## src/rtl/spi_sched_pkg.sv

```systemverilog
// Shared types and constants for the SPI bus scheduler: state encoding,
// bus-owner (grant) codes and default timing parameters.
package spi_sched_pkg;

    typedef enum logic [2:0] {
        ST_INIT_AMP = 3'd0,
        ST_IDLE     = 3'd1,
        ST_AMP      = 3'd2,
        ST_ADC      = 3'd3,
        ST_DAC      = 3'd4
    } sched_state_t;

    localparam logic [1:0] GRANT_NONE = 2'd0;
    localparam logic [1:0] GRANT_AMP  = 2'd1;
    localparam logic [1:0] GRANT_ADC  = 2'd2;
    localparam logic [1:0] GRANT_DAC  = 2'd3;

    localparam int DEFAULT_SAMPLE_PERIOD = 2000;
    localparam int DEFAULT_TIMEOUT       = 4095;

endpackage

```

## src/rtl/sample_tick_gen.sv

```systemverilog
// Free-running wrap counter 0..PERIOD-1; tick is high for the single cycle
// in which the counter holds PERIOD-1.
module sample_tick_gen #(
    parameter int PERIOD = 2000
) (
    input  logic clk,
    input  logic reset,
    output logic tick
);

    localparam int CNT_W = $clog2(PERIOD);
    localparam logic [CNT_W-1:0] LAST = CNT_W'(PERIOD - 1);

    logic [CNT_W-1:0] cnt;

    // NOTE: sequential state is updated with non-blocking assignments only.
    always_ff @(posedge clk) begin
        if (reset) begin
            cnt <= '0;
        end else if (cnt == LAST) begin
            cnt <= '0;
        end else begin
            cnt <= cnt + CNT_W'(1);
        end
    end

    assign tick = (cnt == LAST);

endmodule

```

## src/rtl/spi_bus_scheduler.sv

```systemverilog
// Owner-select scheduler for the shared SPI bus: pre-amp gain, ADC read, DAC write.
// Optional bus-hold watchdog is built when SPI_SCHED_TIMEOUT_EN is defined.
module spi_bus_scheduler
    import spi_sched_pkg::*;
#(
    parameter int SAMPLE_PERIOD = DEFAULT_SAMPLE_PERIOD,
    parameter int TIMEOUT       = DEFAULT_TIMEOUT
) (
    input  logic       CLK_50M,
    input  logic       reset,
    input  logic       gain_req,
    input  logic       amp_done,
    input  logic       adc_done,
    input  logic       dac_done,
    output logic       amp_start,
    output logic       adc_start,
    output logic       dac_start,
    output logic [1:0] grant,
    output logic       busy,
    output logic [7:0] overrun_cnt,
    output logic       timeout_err
);

    sched_state_t state, next_state;
    logic         entry;       // first cycle spent in the current state
    logic         gain_pend, samp_pend;
    logic         gain_take, samp_take;
    logic         tick;
    logic         wd_fire;

    sample_tick_gen #(.PERIOD(SAMPLE_PERIOD)) u_tick (
        .clk   (CLK_50M),
        .reset (reset),
        .tick  (tick)
    );

    always_ff @(posedge CLK_50M) begin
        if (reset) begin
            state <= ST_INIT_AMP;
            entry <= 1'b0;
        end else begin
            state <= next_state;
            entry <= (next_state != state);
        end
    end

    // NOTE: every always_comb output gets a default first so no latch is inferred.
    always_comb begin
        next_state = state;
        gain_take  = 1'b0;
        samp_take  = 1'b0;
        case (state)
            ST_INIT_AMP: next_state = ST_AMP;
            ST_IDLE: begin
                if (gain_pend) begin
                    next_state = ST_AMP;
                    gain_take  = 1'b1;
                end else if (samp_pend) begin
                    next_state = ST_ADC;
                    samp_take  = 1'b1;
                end
            end
            ST_AMP:  if (amp_done) next_state = ST_IDLE;
            ST_ADC:  if (adc_done) next_state = ST_DAC;
            ST_DAC:  if (dac_done) next_state = ST_IDLE;
            default: next_state = ST_INIT_AMP;
        endcase
        if (wd_fire) next_state = ST_IDLE;
    end

    always_comb begin
        grant     = GRANT_NONE;
        amp_start = 1'b0;
        adc_start = 1'b0;
        dac_start = 1'b0;
        case (state)
            ST_AMP: begin
                grant     = GRANT_AMP;
                amp_start = entry;
            end
            ST_ADC: begin
                grant     = GRANT_ADC;
                adc_start = entry;
            end
            ST_DAC: begin
                grant     = GRANT_DAC;
                dac_start = entry;
            end
            default: grant = GRANT_NONE;
        endcase
        busy = (grant != GRANT_NONE);
    end

    // A tick that finds a sample already pending is dropped and counted.
    always_ff @(posedge CLK_50M) begin
        if (reset) begin
            gain_pend   <= 1'b0;
            samp_pend   <= 1'b0;
            overrun_cnt <= 8'd0;
        end else begin
            gain_pend <= gain_req | (gain_pend & ~gain_take);
            if (samp_take || wd_fire) samp_pend <= 1'b0;
            if (tick && !samp_pend) samp_pend <= 1'b1;
            if (tick && samp_pend && overrun_cnt != 8'hFF) overrun_cnt <= overrun_cnt + 8'd1;
        end
    end

`ifdef SPI_SCHED_TIMEOUT_EN
    localparam logic [11:0] WD_LAST = 12'(TIMEOUT - 1);

    logic [11:0] wd_cnt;
    logic        timeout_q;

    // Firing on TIMEOUT-1 lets the owner hold the bus for exactly TIMEOUT cycles.
    assign wd_fire = (grant != GRANT_NONE) && (wd_cnt == WD_LAST);

    always_ff @(posedge CLK_50M) begin
        if (reset) begin
            wd_cnt    <= 12'd0;
            timeout_q <= 1'b0;
        end else begin
            if (next_state != state) begin
                wd_cnt <= 12'd0;
            end else if (grant != GRANT_NONE) begin
                wd_cnt <= wd_cnt + 12'd1;
            end
            if (wd_fire) timeout_q <= 1'b1;
        end
    end

    assign timeout_err = timeout_q;
`else
    // TIMEOUT only matters when the watchdog is built.
    logic unused_timeout;
    assign unused_timeout = |12'(TIMEOUT);
    assign wd_fire        = 1'b0;
    assign timeout_err    = 1'b0;
`endif

endmodule

```

## config.mk

```make
export PLATFORM = sky130hd
export DESIGN_NAME = spi_bus_scheduler
export DESIGN_NICKNAME = d
export VERILOG_FILES = /design/src/rtl/spi_sched_pkg.sv /design/src/rtl/sample_tick_gen.sv /design/src/rtl/spi_bus_scheduler.sv
export SDC_FILE = /design/constraint.sdc
export NUM_CORES = 1
export LEC_CHECK = 0
export CAP_MARGIN = 20
export CORE_MARGIN = 4
export CORE_UTILIZATION = 40
export DETAILED_ROUTE_END_ITERATION = 8
export GPL_TIMING_DRIVEN = 0
export PLACE_DENSITY = 0.6
export SETUP_SLACK_MARGIN = 0.05
export SLEW_MARGIN = 0
export SYNTH_ARGS = -nofsm -noshare
export SYNTH_HDL_FRONTEND = slang
export SYNTH_HIERARCHICAL = 1
export SYNTH_SLANG_ARGS = --single-unit
```

## constraint.sdc

```tcl
create_clock -name CLK_50M -period 2.2 [get_ports CLK_50M]
set_input_delay 0.44 -clock CLK_50M [delete_from_list [all_inputs] [get_ports CLK_50M]]
set_output_delay 0.44 -clock CLK_50M [all_outputs]
set_load 0.05 [all_outputs]
```

# Word level (Yosys, flattened, before mapping)
# Index checks and enable logic that the tools add are counted.
[word_totals] ff_bits=25 inputBits=6 output_inout_bits=15 elab_cells=43
[op_classes] add_sub_neg=2 eq_ne=7 n_mux=17 bitwise_logic=3 reduce_logical=8
[ops] operator="two-way mux 3 bit" n=5
[ops] operator="case mux 3 bit (5 select lines)" n=1
[ops] operator="adder 11 x 1 -> 11 bit, second input constant" n=1
[ops] operator="== test 11 bit, second input constant" n=1
[ops] operator="two-way mux 1 bit" n=10
[ops] operator="adder 8 x 1 -> 8 bit, second input constant" n=1
[ops] operator="!= test 8 bit, second input constant" n=1
[ops] operator="== test 3 x 2 -> 1 bit, second input constant" n=2
[ops] operator="case mux 2 bit (3 select lines)" n=1
[ops] operator="nonzero test 2 bit" n=2
[ops] operator="== test 3 x 1 -> 1 bit, second input constant" n=1
[ops] operator="== test 3 bit, second input constant" n=1
[ops] operator="logical AND 1 bit" n=3
[ops] operator="logical NOT 3 bit" n=1
[ops] operator="!= test 3 bit" n=1
[ops] operator="OR reduction 2 bit" n=1
[ops] operator="AND 1 bit" n=1
[ops] operator="logical NOT 1 bit" n=1
[ops] operator="NOT 1 bit" n=1
[ops] operator="OR 1 bit" n=1

# Logic depth before layout (Yosys ltp)
[depth] word_depth=5 ltp_mapped=8 ltp_nobuf=8

# Hierarchy
# The synthesis kept the hierarchy.
[modules_own_cells] mod="spi_bus_scheduler" instances=1 cells_each=90 area_each_um2=749.5 seq_area_each_um2=280.3
[modules_own_cells] mod="sample_tick_gen" instances=1 cells_each=57 area_each_um2=484.2 seq_area_each_um2=220.2

# Worst setup path after synthesis
# OpenSTA, ideal clock, no wires.
[synth_path] kind="reg-to-output" from="register state[1]" to="output amp_start" t_arrival_ns=1.737 t_required_ns=1.760 slack_ns=0.023 path_stages_with_launch=4 path_buffers=1 cell_sequence="dfxtp_1 > clkbuf_1 > nand2b_1 > nor3_1"
[synth_via] elab_chain_len=2
[synth_rtl] item="start: declaration" line_no="spi_bus_scheduler.sv:24" text="sched_state_t state, next_state;"
[synth_rtl] item="start signal: assignment" line_no="spi_bus_scheduler.sv:42" text="state <= next_state;"
[synth_rtl] item="== test 3 x 2 -> 1 bit" line_no="spi_bus_scheduler.sv:76" text="case (state)"
[synth_rtl] item="two-way mux 1 bit" line_no="spi_bus_scheduler.sv:76"
[synth_rtl] item="end: declaration" line_no="spi_bus_scheduler.sv:15" text="output logic amp_start,"
# No other way between the ends.

# Final worst setup path
[layout_path] from="register overrun_cnt[2]" to="output overrun_cnt[2]"
[layout_rtl] item="start: declaration" line_no="spi_bus_scheduler.sv:20" text="output logic [7:0] overrun_cnt,"
[layout_rtl] item="start signal: assignment" line_no="spi_bus_scheduler.sv:104" text="if (tick && samp_pend && overrun_cnt != 8'hFF) overrun_cnt <= overrun_cnt + 8'd1;"
# No word-level cell between the ends.

==> run metrics <==
clock power share 0.253; Area Overhead vs Synth 22.9%; sequential fraction of the synthesis area 0.406; FF-to-FF End overrun_cnt[7]; drt wl/cell 12.5 um; Min-Delay Endpoint u_tick/cnt[0]; Core ar. 2850 um2; vias per cell 5.47; number of nets in the layout 181; Synth Area in Compound Gates 0.157; Critical Path Start Type register; Slew Limit Fails 0; FMAX between 400 and 500 MHz; Synth Flop Type dfxtp_1; Req. time, crit path between 1.5 and 2 ns; sequential fraction of design power 0.599; reported net switching power 0.000230 W; CP endpoint kind output pin; grt total ovfl 0; layout cells sized above 1 0.198; clock tree buffer depth 2; fin util 0.532; ANT nets after route 0; Clock Pin Slew Worst Setup and Hold Paths around 0.14 ns; min Tclk post-route 2.07 ns; post-route cell area 1520 um2; Reg2Reg Launch Point u_tick/cnt[0]; Avg Inst Size Synth 8.39 um2; fillcell total 294; Hold Fails Final Rpt 0; worst path bufs/invs 1; Final WS setup roughly 0.13 ns; post-detail-place hpwl 1860 um; Hold Crit Start u_tick/cnt[0]; CP peak stage delay approximately 0.85 ns; clock sink total 25; most common cell after layout, fill and taps aside nor2_1; combinational power share 0.147; worst slew pin tran 0.501 ns; post-synthesis async set-or-reset flop share 0; Die Height between 60 and 70 um; Pleak 0.563 nW; r2r setup slk ~0.18 ns; Placed Instance Area 1470 um2; hold path cells 1; worst hold margin 0.438 ns; Ant. Diodes 0; die width 63.5 um; Switching Fraction 0.283; vias in the first global route 974; Setup Skew between 0.004 and 0.005 ns; Pwr Density between 500 and 600 nW/um2; Setup TNS 0 ns; post-synthesis mux area share 0.0172; Initial DRT Pass Iterations 4; Post-Synth Adder-Cell Area 0.0203; largest family of logic cells by synthesized area simple AND/OR/NAND/NOR gates; largest net degree at the start of global routing 15; Post-Synth XOR/XNOR Area 0.0639; routed vias 1,111; num rows 19; syn_nets roughly 160; Setup violations, final 0; CP delay by family, top buffers and inverters; Arr. time, crit path 1.63 ns; final RePlAce weighted congestion 0.822; Initial Util 0.432; initial DRC count 55; RSZ-0062 raised after global routing false; Max VDD drop 0.000257 V; outcome complete, no violations; Worst R2R Path Depth 8; Buffers on Ports 19; slowest stage cell, crit path clkdlybuf4s50_1; clk root buf clkbuf_4; synthesized area about 1200 um2; die area slightly above 4000 um2; htree depth 1; post-synthesis cell type count 45; share of the clock period used by the worst path 0.941; post-synthesis simple-gate area fraction 0.305; worst hold path class register to register; CTS tree done; first-pass GRT wire length 4260 um; crit-path max FO 6; Max-Cap Viols 0; Ports 21; Synth Instances roughly 150; critical path type register to output pin; slew margin rel. 0.665; Synth warnings 6; Yosys reg bits 25; CP Cell Sequence clkdlybuf4s50_1; DRT Wirelength 2530 um; gr usage total 0.129; worst-skew pair later-pin latency 0.31 ns; antenna violations before repair 0; Num CTS Buffers 3; residual DRC count 0; cell-internal power about 0.00058 W; Post-synth EDFFs 0; pre-CTS setup slack -0.186 ns; commonest non-fill, non-tap cells in the layout 24 x nor2_1, 22 x dfxtp_1, 13 x clkdlybuf4s50_1, 12 x nand2_1, 8 x nand3_1
==> cell usage after synthesis, types with 2 or more instances <==
cell,number,area share
nor2b_1,5,0.025
inv_1,4,0.012
xor2_1,5,0.035
a31oi_1,2,0.010
a211oi_1,3,0.018
nor3_1,2,0.0081
nor2_1,25,0.076
nand3_1,9,0.037
nand2b_1,3,0.015
clkbuf_1,3,0.0091
ha_1,2,0.020
dfxtp_1,25,0.41
nand2_1,12,0.037
xnor2_1,4,0.028
o21ai_0,5,0.020
and3_1,2,0.010
or4_1,2,0.012
a21oi_1,7,0.028
==> state kept, by name, summed over array words and instances (netlist names) <==
register,flops
entry,1
u_tick/cnt,11
gain_pend,1
overrun_cnt,8
state,3
samp_pend,1
==> final cells by class <==
| class | count | area (um2) | area share |
|---|---|---|---|
| inverters | 4 | 15.0 | 0.00990 |
| well taps | 31 | 38.8 | 0.0256 |
| plain buffers | 3 | 16.3 | 0.0107 |
| flip-flops and latches | 25 | 504 | 0.333 |
| repair buffers | 22 | 190 | 0.125 |
| clock inverters | 1 | 5.00 | 0.00330 |
| multi-input cells | 114 | 724 | 0.478 |
| clock buffers | 3 | 22.5 | 0.0149 |
==> timing repair <==
| action | 4_1_cts | 5_1_grt |
|---|---|---|
| gates resized for setup | 32 | 7 |
| hold endpoints to repair | 0 | 0 |
| setup buffers | 1 | 2 |
| setup endpoints to repair | 9 | 7 |
| hold buffers | 0 | 0 |
| pin swaps | 1 | 0 |
==> power groups by stage <==
stage / combinational [W] / sequential, W / clock, W
after floorplan: 0.0000911 / 0.000488 / 0
after global placement: 0.000129 / 0.000490 / 0
after detailed placement: 0.000130 / 0.000491 / 0
after CTS: 0.000126 / 0.000481 / 0.000213
after global routing: 0.000131 / 0.000490 / 0.000231
final: 0.000120 / 0.000487 / 0.000206
==> per-layer routing <==
layer / global-route usage / vias up / wire [um]
met4: 0.0485 / 0 / 17
met2: 0.205 / 31 / 1110
met5: 0 / - / 0
met3: 0.0249 / 2 / 128
li1: - / 567 / -
met1: 0.171 / 511 / 1280
==> how the worst max path moves through the flow <==
stage / cells after the start / to / from
after floorplan: 3 / dac_start / state[0]
after global placement: 4 / dac_start / state[0]
after detailed placement: 4 / dac_start / state[0]
after CTS: 4 / dac_start / state[0]
after global routing: 1 / overrun_cnt[2] / overrun_cnt[2]
final: 1 / overrun_cnt[2] / overrun_cnt[2]
==> logic make-up (layout without fill, tap and decap cells) <==
group / after synthesis / after routing
and+or+nand+nor: 73 / 73
AOI/OAI and AO/OA: 27 / 27
buffers and inverters: 8 / 33
xor gates and xnor gates: 9 / 9
other: 1 / 1
DFF: 25 / 25
muxes: 2 / 2
adders and majority gates: 2 / 2
==> metrics by stage <==
step / power [W] / instances
after floorplan: 0.000579 / 147
after global placement: 0.000619 / 197
after detailed placement: 0.000621 / 197
after CTS: 0.000820 / 202
after global routing: 0.000852 / 203
final: 0.000813 / 203
Power figures use the tool's default switching activity.
